==> config.mk <==
export PLATFORM = sky130hd
export DESIGN_NAME = tile_bl_wl_loader
export DESIGN_NICKNAME = d
export VERILOG_FILES = /design/src/rtl/tile_cfg_pkg.sv /design/src/rtl/bl_shadow_reg.sv /design/src/rtl/tile_bl_wl_loader.sv
export SDC_FILE = /design/constraint.sdc
export NUM_CORES = 1
export LEC_CHECK = 0
export BUFFER_PORTS_ARGS = -buffer_cell sky130_fd_sc_hd__clkbuf_2
export CAP_MARGIN = 20
export CORE_UTILIZATION = 30
export CTS_CLUSTER_DIAMETER = 80
export DETAILED_ROUTE_END_ITERATION = 10
export HOLD_SLACK_MARGIN = 0.15
export PLACE_DENSITY_LB_ADDON = 0.3
export SLEW_MARGIN = 20
export SYNTH_ARGS = -nofsm -noshare
export SYNTH_HDL_FRONTEND = slang
export SYNTH_HIERARCHICAL = 1
export SYNTH_SLANG_ARGS = --single-unit
==> constraint.sdc <==
create_clock -name prog_clk -period 2.6 [get_ports prog_clk]
set_clock_uncertainty 0.15 [all_clocks]
set_input_delay 0.13 -clock prog_clk [delete_from_list [all_inputs] [get_ports prog_clk]]
set_output_delay 0.13 -clock prog_clk [all_outputs]
set_load 0.01 [all_outputs]
==> src/rtl/tile_cfg_pkg.sv <==
// Shared types and defaults for the tile bl/wl configuration loader.
// Holds the FSM state encoding and the beat/counter sizing helpers.
package tile_cfg_pkg;

    localparam int DEF_NUM_BL   = 40;
    localparam int DEF_NUM_WL   = 4;
    localparam int DEF_DATA_W   = 8;
    localparam int DEF_WL_PULSE = 2;

    typedef enum logic [2:0] {
        ST_IDLE  = 3'd0,
        ST_LOAD  = 3'd1,
        ST_SETUP = 3'd2,
        ST_PULSE = 3'd3,
        ST_HOLD  = 3'd4,
        ST_DONE  = 3'd5
    } state_e;

    // Number of cfg_data beats needed to fill one row of bit lines.
    function automatic int beats_per_row(input int num_bl, input int data_w);
        return num_bl / data_w;
    endfunction

    // Counter width for a counter spanning 0..n-1, never narrower than 1 bit.
    function automatic int cnt_w(input int n);
        return (n > 1) ? $clog2(n) : 1;
    endfunction

endpackage

==> src/rtl/bl_shadow_reg.sv <==
// Chunk-indexed shadow register collecting one row of bit-line data.
// Each write lands in the next DATA_W slice; the beat index wraps per row.
module bl_shadow_reg
    import tile_cfg_pkg::*;
#(
    parameter int NUM_BL = DEF_NUM_BL,
    parameter int DATA_W = DEF_DATA_W
) (
    input  logic              clk_i,
    input  logic              rst_ni,
    input  logic              wr_en_i,
    input  logic [DATA_W-1:0] data_i,
    output logic [NUM_BL-1:0] row_o,
    output logic              last_beat_o
);

    localparam int BEATS = beats_per_row(NUM_BL, DATA_W);
    localparam int BW    = cnt_w(BEATS);
    localparam logic [BW-1:0] LAST = BW'(BEATS - 1);

    logic [NUM_BL-1:0] row_q, row_d;
    logic [BW-1:0]     beat_q, beat_d;

    // Merge the incoming beat into its slice and advance the beat index.
    always_comb begin
        row_d  = row_q;
        beat_d = beat_q;
        if (wr_en_i) begin
            row_d[int'(beat_q) * DATA_W +: DATA_W] = data_i;
            beat_d = (beat_q == LAST) ? '0 : beat_q + 1'b1;
        end
    end

    // Shadow contents and beat index; reset restarts the row at slice 0.
    always_ff @(posedge clk_i) begin
        if (!rst_ni) begin
            row_q  <= '0;
            beat_q <= '0;
        end else begin
            row_q  <= row_d;
            beat_q <= beat_d;
        end
    end

    // Write-through view: includes the beat being written this cycle, so
    // the top can register the completed row on the same edge.
    assign row_o       = row_d;
    assign last_beat_o = (beat_q == LAST);

endmodule

==> src/rtl/tile_bl_wl_loader.sv <==
// Streams a chunked bitstream into one tiled bank column, row by row:
// load NUM_BL bits, present them on bl_out, pulse one wl_out bit, advance.
module tile_bl_wl_loader
    import tile_cfg_pkg::*;
#(
    parameter int NUM_BL   = DEF_NUM_BL,
    parameter int NUM_WL   = DEF_NUM_WL,
    parameter int DATA_W   = DEF_DATA_W,
    parameter int WL_PULSE = DEF_WL_PULSE
) (
    input  logic              prog_clk,
    input  logic              prog_reset_n,
    input  logic              start,
    input  logic [DATA_W-1:0] cfg_data,
    input  logic              cfg_valid,
    output logic              cfg_ready,
    output logic [NUM_BL-1:0] bl_out,
    output logic [NUM_WL-1:0] wl_out,
    output logic              busy,
    output logic              done
);

    localparam int RW = cnt_w(NUM_WL);
    localparam int PW = cnt_w(WL_PULSE);
    localparam logic [RW-1:0] ROW_LAST = RW'(NUM_WL - 1);
    localparam logic [PW-1:0] PLS_LAST = PW'(WL_PULSE - 1);

    if ((NUM_BL % DATA_W) != 0 || WL_PULSE < 1) begin : g_bad_cfg
        $error("tile_bl_wl_loader: NUM_BL must be a multiple of DATA_W and WL_PULSE >= 1");
    end

    state_e            state_q, state_d;
    logic [RW-1:0]     row_q, row_d;
    logic [PW-1:0]     pcnt_q, pcnt_d;
    logic              done_q, done_d;
    logic              ready_q, ready_d;
    logic              busy_q, busy_d;
    logic [NUM_BL-1:0] bl_q, bl_d;
    logic [NUM_WL-1:0] wl_q, wl_d;

    logic              xfer;
    logic              last_beat;
    logic [NUM_BL-1:0] shadow;

    assign xfer = cfg_valid & ready_q;

    bl_shadow_reg #(
        .NUM_BL (NUM_BL),
        .DATA_W (DATA_W)
    ) u_shadow (
        .clk_i       (prog_clk),
        .rst_ni      (prog_reset_n),
        .wr_en_i     (xfer),
        .data_i      (cfg_data),
        .row_o       (shadow),
        .last_beat_o (last_beat)
    );

    // Sequencing: load a row, settle, pulse the word line, hold, advance.
    always_comb begin
        state_d = state_q;
        row_d   = row_q;
        pcnt_d  = pcnt_q;
        done_d  = done_q;
        unique case (state_q)
            ST_IDLE: begin
                if (start) begin
                    state_d = ST_LOAD;
                    row_d   = '0;
                    done_d  = 1'b0;
                end
            end
            ST_LOAD: begin
                if (xfer && last_beat) begin
                    state_d = ST_SETUP;
                end
            end
            ST_SETUP: begin
                state_d = ST_PULSE;
                pcnt_d  = '0;
            end
            ST_PULSE: begin
                if (pcnt_q == PLS_LAST) begin
                    state_d = ST_HOLD;
                end else begin
                    pcnt_d = pcnt_q + 1'b1;
                end
            end
            ST_HOLD: begin
                if (row_q == ROW_LAST) begin
                    state_d = ST_DONE;
                    done_d  = 1'b1;
                end else begin
                    state_d = ST_LOAD;
                    row_d   = row_q + 1'b1;
                end
            end
            ST_DONE: begin
                state_d = ST_IDLE;
            end
            default: begin
                state_d = ST_IDLE;
            end
        endcase
    end

    // Output values decoded from the next state so every output is a flop.
    always_comb begin
        ready_d = (state_d == ST_LOAD);
        busy_d  = (state_d == ST_LOAD)  || (state_d == ST_SETUP) ||
                  (state_d == ST_PULSE) || (state_d == ST_HOLD);
        bl_d    = '0;
        wl_d    = '0;
        if ((state_d == ST_SETUP) || (state_d == ST_PULSE) ||
            (state_d == ST_HOLD)) begin
            bl_d = shadow;
        end
        if (state_d == ST_PULSE) begin
            wl_d = NUM_WL'(1) << row_d;
        end
    end

    // State, counters and registered outputs; reset aborts any pass.
    always_ff @(posedge prog_clk) begin
        if (!prog_reset_n) begin
            state_q <= ST_IDLE;
            row_q   <= '0;
            pcnt_q  <= '0;
            done_q  <= 1'b0;
            ready_q <= 1'b0;
            busy_q  <= 1'b0;
            bl_q    <= '0;
            wl_q    <= '0;
        end else begin
            state_q <= state_d;
            row_q   <= row_d;
            pcnt_q  <= pcnt_d;
            done_q  <= done_d;
            ready_q <= ready_d;
            busy_q  <= busy_d;
            bl_q    <= bl_d;
            wl_q    <= wl_d;
        end
    end

    assign cfg_ready = ready_q;
    assign busy      = busy_q;
    assign done      = done_q;
    assign bl_out    = bl_q;
    assign wl_out    = wl_q;

endmodule

After elaboration in Yosys (flattened, before gate mapping)
Cells that the tools add are included.
W data, S select, Z words.
- add/sub/neg operators: 4
- $mul: 0
- divide/modulo/power cells: 0
- order comparisons: 0
- eq/ne operators: 12
- shift-type cells: 3
- multiplexer cells: 16
- bitwise operators: 1
- reduce and logical (&&, ||, !) cells: 12
- operators with widths (cell ; count):
    $bwmux W40 ; 1
    $mux W40 ; 1
    $shift A8 B33 Y40 const A ; 1
    $shiftx A8 B33 Y40 ; 1
    $neg A6 Y33 ; 1
    $mux W3 ; 5
    $pmux W3 S5 ; 1
    $eq A3 B2 Y1 const B ; 4
    $eq A3 B3 Y1 const B ; 3
    $eq A3 B1 Y1 const B ; 2
    $logic_or A1 B1 Y1 ; 5
    $mux W2 ; 2
    $ne A2 B2 Y1 const B ; 2
    $pmux W1 S2 ; 2
    $pmux W2 S2 ; 1
    $reduce_and A2 Y1 ; 2
    $reduce_bool A2 Y1 ; 2
    $shl A1 B2 Y4 const A ; 1
    $add A3 B1 Y3 const B ; 1
    $logic_not A3 Y1 ; 1
    $mux W1 ; 3
    $reduce_and A3 Y1 ; 1
    $add A2 B1 Y2 const B ; 1
    $eq A2 B2 Y1 const B ; 1
    3 further kinds ; 3
- register bits: 96
- bits in latches: 0
- bits in writable memories: 0
- memory bits (read-only): 0
- input port bits: 12
- output and inout port bits: 47
- word-level logic and storage cells: 58
- memories kept: 0

Longest topological paths before layout
- depth after elaboration: 8
- gate-level depth with buffers: 11
- depth with buffers taken out: 7

Modules after synthesis
Netlist, hierarchy kept.
- modules (own cells, without submodules) (module ; instances ; cells each ; area an instance (µm²) ; seq. area each (µm²)):
    bl_shadow_reg ; 1 ; 345 ; 2568.7 ; 860.8
    tile_bl_wl_loader ; 1 ; 153 ; 1684.1 ; 1061.0

Worst setup path after synthesis
OpenSTA, ideal clock, no wires.
- path kind: reg2reg
- start point: register u_shadow.beat_q[0]
- end point: register bl_q[32], in the netlist bl_out[32]
- library setup time: 0.059 ns
- arrival: 2.219 ns
- required time: 2.391 ns
- slack: 0.172 ns
- cell stages (with the launch flop): 12
- buffers on the path: 4
- clock period less this slack: 2.428 ns
- path through: dfxtp_1 buf_2 inv_1 ha_1 ha_1 or3_1 buf_6 or2_0 buf_2 buf_6 o21ai_1 and2_1
- elaborated cells on any way between the ends: 15
- classes of those cells: add/sub: 1; eq/ne: 4; shift: 2; mux: 4; reduce/logical: 4
- RTL lines (item ; RTL line ; source):
    from (decl) ; bl_shadow_reg.sv:22 ; logic [BW-1:0] beat_q, beat_d;
    from (signal assigned) ; bl_shadow_reg.sv:41 ; beat_q <= beat_d;
    $neg A6 Y33 (*) ; bl_shadow_reg.sv:29 ; row_d[int'(beat_q) * DATA_W +: DATA_W] = data_i;
    $shiftx A8 B33 Y40 or $shift A8 B33 Y40 (tied branches) ; bl_shadow_reg.sv:29 ;
    $bwmux W40 (*) ; bl_shadow_reg.sv:29 ;
    $mux W40 (*) ; bl_shadow_reg.sv:28 ; if (wr_en_i) begin
    named net shadow[32] ; tile_bl_wl_loader.sv:43 ; logic [NUM_BL-1:0] shadow;
    to (signal assigned) ; tile_bl_wl_loader.sv:141 ; bl_q <= bl_d;
    to (decl) ; tile_bl_wl_loader.sv:38 ; logic [NUM_BL-1:0] bl_q, bl_d;
Mark *: on every way through the listed nets, which the timed path passes. The rest lies on a longest branch.
A chain may end at the register's enable or synchronous reset.

Final worst setup path
- start point: register u_shadow.beat_q[1]
- end point: register bl_q[31], in the netlist bl_out[31]
Same word-level chain as after synthesis.

==> run summary <==
CLOCK TREE
--------------------------------------------------------------------------------------------------
Clock root buffer                                                                     sky130_fd_sc_hd__clkbuf_16
Clock transition time at the flip-flop clock pins of the worst setup and hold paths        0.07 ns
Post-CTS setup buffer count                                                                      0
Clock tree from TritonCTS                                                                    built
Clock sinks                                                                                     96
Clock Latency Late Sink                                                                    0.34 ns
H-tree depth reported by CTS                                                                     3
Maximum root-to-sink buffer count                                                                2
Total CTS buffers                                                                                9

GLOBAL ROUTING
--------------------------------------------------------------------------------------------------
Largest net degree at the start of global routing                                               42
First-pass GRT wire length                                                               17,000 um
Total congestion overflow after global routing                                                   0
Number of global-route vias before repair                                                    3,292
All-Layer GR Usage                                                                           14.9%
Number of antenna violations at the first check in global routing                                0

SYNTH
--------------------------------------------------------------------------------------------------
Portion of the post-synthesis area used by sequential elements                               45.2%
Primary flip-flop cell chosen by synthesis mapping                                    sky130_fd_sc_hd__dfxtp_1
Asr flop ratio synth                                                                            0%
Post-synthesis register bit count                                                               96
Yosys warns                                                                                      6
Summed instance area of the synthesized netlist                                       0.00425 mm^2
Number of nets produced by synthesis                                                           518
Synthesized netlist cell count                                                                 498
EDFF count, synth                                                                                0
Number of unique standard cell types used by synthesis                                          49
Avg Synthesized Cell Area                                                                8.54 um^2

TIMING
--------------------------------------------------------------------------------------------------
Final period utilization                                                                     94.3%
Final setup viols                                                                                0
Maximum clock rate                                                                         408 MHz
Worst hold margin                                                                         0.307 ns
Worst setup slack after layout                                                            0.147 ns
Worst rel slew slack                                                                         62.8%
Slew Limit Fails                                                                                 0
Final-report hold violation count                                                                0
Worst Max-Slew Pin Slew                                                                   0.558 ns
Post-layout minimum cycle time                                                             2.45 ns

CELLS AND AREA
--------------------------------------------------------------------------------------------------
Post-layout net count                                                                          576
Post-route standard cell area excluding fillers                                       0.00516 mm^2
Fraction of layout cells with a size suffix above 1                                          18.9%
Number of fill cells                                                                         1,429
Multi-input logic area                                                                0.00202 mm^2
Number of antenna repair diodes                                                                  0
Utilization after layout                                                                     37.1%
Syn-to-layout area delta                                                                     21.2%
Footprint of the flip-flops and latches                                               0.00192 mm^2

SETUP PATH
--------------------------------------------------------------------------------------------------
Crit start category                                                                       register
Crit. End Element                                                                         register
Largest fanout of any net on the critical path                                                  15
Required time worst endpoint                                                               2.69 ns
Path type of the worst setup path                                                       reg -> reg
Arrival time of data at the critical path endpoint                                         2.54 ns
Worst Reg-to-Reg Cells                                                                           8

OUTCOME
--------------------------------------------------------------------------------------------------
Result of the run                                                                     complete, but fails checks
Violations in the final reports                                                                DRC

ROUTING
--------------------------------------------------------------------------------------------------
Detailed-route DRC error count                                                                   2
DRT Pass-1 Iters                                                                                 8
Total wire length                                                                        10,700 um
Routed wire length per instance                                                            14.4 um
Post-detailed-route count of antenna-violating nets                                              0
Ratio of routed vias to standard cells                                                        4.82
DR vias                                                                                      3,572
Iteration-0 DRC Markers                                                                        270

POWER
--------------------------------------------------------------------------------------------------
Internal                                                                                 0.00244 W
Pwr per Cell Area                                                                      613 mW/mm^2
Part of the total power dissipated in sequential elements                                    47.3%
Leakage power                                                                              2.02 nW
Clock group share of total power                                                             45.8%
Net switching fraction of the power                                                          22.8%
Power spent charging and discharging nets                                               0.000722 W
Logic pwr share                                                                               6.9%
Largest voltage drop on the vdd net                                                       0.323 mV

JOB
--------------------------------------------------------------------------------------------------
Reported max-cap violation count                                                                 0

PLACED DESIGN
--------------------------------------------------------------------------------------------------
Area post-placement                                                                   0.00470 mm^2
Gpl congestion                                                                               0.826
Half-perimeter wire length of the detailed placement result                                6930 um
Pre-CTS worst setup slack                                                                 0.117 ns
Number of input and output port buffers inserted                                                58

DIE
--------------------------------------------------------------------------------------------------
Initial core utilization                                                                     30.6%
Die Area                                                                               0.0147 mm^2
Standard-cell rows                                                                              43
Floorplan core area                                                                    0.0139 mm^2
Die boundary width                                                                          121 um
I/O pin count                                                                                   59
Floorplan die height                                                                        121 um

HOLD PATH
--------------------------------------------------------------------------------------------------
Worst min path class                                                                    reg -> reg
Hold-critical path depth                                                                         2

## cells in the final DEF (no fill, tap or decap), types with 4 or more instances in the layout
cell,n
sky130_fd_sc_hd__buf_4,17
sky130_fd_sc_hd__nor2_1,7
sky130_fd_sc_hd__clkbuf_16,9
sky130_fd_sc_hd__dlygate4sd3_1,12
sky130_fd_sc_hd__clkbuf_2,58
sky130_fd_sc_hd__nand3_1,4
sky130_fd_sc_hd__nand2_1,63
sky130_fd_sc_hd__o211ai_1,9
sky130_fd_sc_hd__o21ai_1,10
sky130_fd_sc_hd__o21ai_0,66
sky130_fd_sc_hd__inv_1,29
sky130_fd_sc_hd__nand4_1,48
sky130_fd_sc_hd__and2_1,52
sky130_fd_sc_hd__mux2_2,6
sky130_fd_sc_hd__mux2i_1,10
sky130_fd_sc_hd__a21oi_1,7
sky130_fd_sc_hd__dfxtp_1,96
sky130_fd_sc_hd__ha_1,8
## worst paths after layout
path                              startpoint                      endpoint  slack (ns)
max reg2reg  u_shadow/beat_q[1]$_SDFFE_PN0P_         bl_out[31]$_SDFF_PN0_        0.15
min reg2reg     u_shadow/row_q[9]$_SDFF_PN0_  u_shadow/row_q[9]$_SDFF_PN0_        0.31
min             u_shadow/row_q[9]$_SDFF_PN0_  u_shadow/row_q[9]$_SDFF_PN0_        0.31
max          u_shadow/beat_q[1]$_SDFFE_PN0P_         bl_out[31]$_SDFF_PN0_        0.15
## power by group through the flow
stage          combinational [W]  sequential [W]  clock [W]
3_5_place_dp            0.000201         0.00153          0
4_1_cts                 0.000217         0.00150    0.00148
2_1_floorplan           0.000135         0.00153          0
5_1_grt                 0.000236         0.00150    0.00155
3_3_place_gp            0.000196         0.00153          0
6_report                0.000217         0.00150    0.00145
## kinds of logic after synthesis
group / after synthesis / share of synthesized area (%)
AO/OA/AOI/OAI: 104 / 13.8
buffers and inverters: 70 / 7.27
multiplexers: 18 / 4.65
flip-flops: 96 / 45.2
adder cells (fa/ha/maj): 8 / 2.35
AND/OR/NAND/NOR: 202 / 26.7
## layer usage
metal  vias up  track usage (%)  wire length [um]
li1       1836                -                 -
met1      1637             19.7              4840
met2        80             22.9              5110
met3        19             3.48               470
met4         0             7.02               254
met5         -                0                 0
## Yosys cell counts, types with 2 or more instances
library cell	count	area share [%]
sky130_fd_sc_hd__dfxtp_1	96	45
sky130_fd_sc_hd__o21ai_0	66	7.8
sky130_fd_sc_hd__nand2_1	63	5.6
sky130_fd_sc_hd__and2_1	52	7.6
sky130_fd_sc_hd__nand4_1	48	7.1
sky130_fd_sc_hd__inv_1	29	2.6
sky130_fd_sc_hd__clkbuf_1	22	1.9
sky130_fd_sc_hd__mux2i_1	10	2.4
sky130_fd_sc_hd__o21ai_1	10	1.2
sky130_fd_sc_hd__buf_2	9	1.1
sky130_fd_sc_hd__o211ai_1	9	1.6
sky130_fd_sc_hd__ha_1	8	2.4
sky130_fd_sc_hd__a21oi_1	7	0.82
sky130_fd_sc_hd__nor2_1	7	0.62
sky130_fd_sc_hd__mux2_2	6	1.6
sky130_fd_sc_hd__buf_6	4	1.1
sky130_fd_sc_hd__clkbuf_2	4	0.47
sky130_fd_sc_hd__nand3_1	4	0.47
sky130_fd_sc_hd__and2_0	3	0.44
sky130_fd_sc_hd__nor2b_1	3	0.44
sky130_fd_sc_hd__nor3b_2	3	0.88
sky130_fd_sc_hd__nor4bb_1	3	0.71
sky130_fd_sc_hd__buf_1	2	0.18
sky130_fd_sc_hd__mux2_4	2	0.71
sky130_fd_sc_hd__nand2b_1	2	0.29
sky130_fd_sc_hd__nor3_1	2	0.24
sky130_fd_sc_hd__nor3b_1	2	0.35
## critical path: stages (launching register included)
cell and delay (ns):
sky130_fd_sc_hd__dfxtp_1 0.46, sky130_fd_sc_hd__inv_1 0.12, sky130_fd_sc_hd__ha_1 0.24, sky130_fd_sc_hd__ha_1 0.34, sky130_fd_sc_hd__o311a_1 0.37, sky130_fd_sc_hd__and2_0 0.20
sky130_fd_sc_hd__buf_4 0.19, sky130_fd_sc_hd__o21ai_0 0.11, sky130_fd_sc_hd__and2_1 0.15
## metrics by stage
stage	power (W)	instances	setup TNS, ns
after floorplan	0.00166	498	0
after global placement	0.00172	713	0
after detailed placement	0.00173	713	0
after CTS	0.00320	741	0
after global routing	0.00328	741	-0.00397
final	0.00316	741	0
## sequential cells by signal (all words and copies together), names as in the netlist
name	cells
bl_out	40
u_shadow/row_q	40
wl_out	4
state_q	3
u_shadow/beat_q	3
row_q	2
busy	1
cfg_ready	1
done	1
pcnt_q	1
## what timing repair did
item,4_1_cts,5_1_grt
endpoints found under the setup margin,0,25
hold buffers,12,0
resized for setup,0,2
hold endpoints to repair,23,0
## final cells by class
class                      count  area share, %
multi-input combinational    332           39.2
sequential                    96           37.3
timing repair buffer          88           10.7
clock buffer                  10           4.63
tap                          180           4.37
inverter                      29           2.11
clock inverter                 6           1.75
No activity file was read; power rests on OpenSTA's default activity.
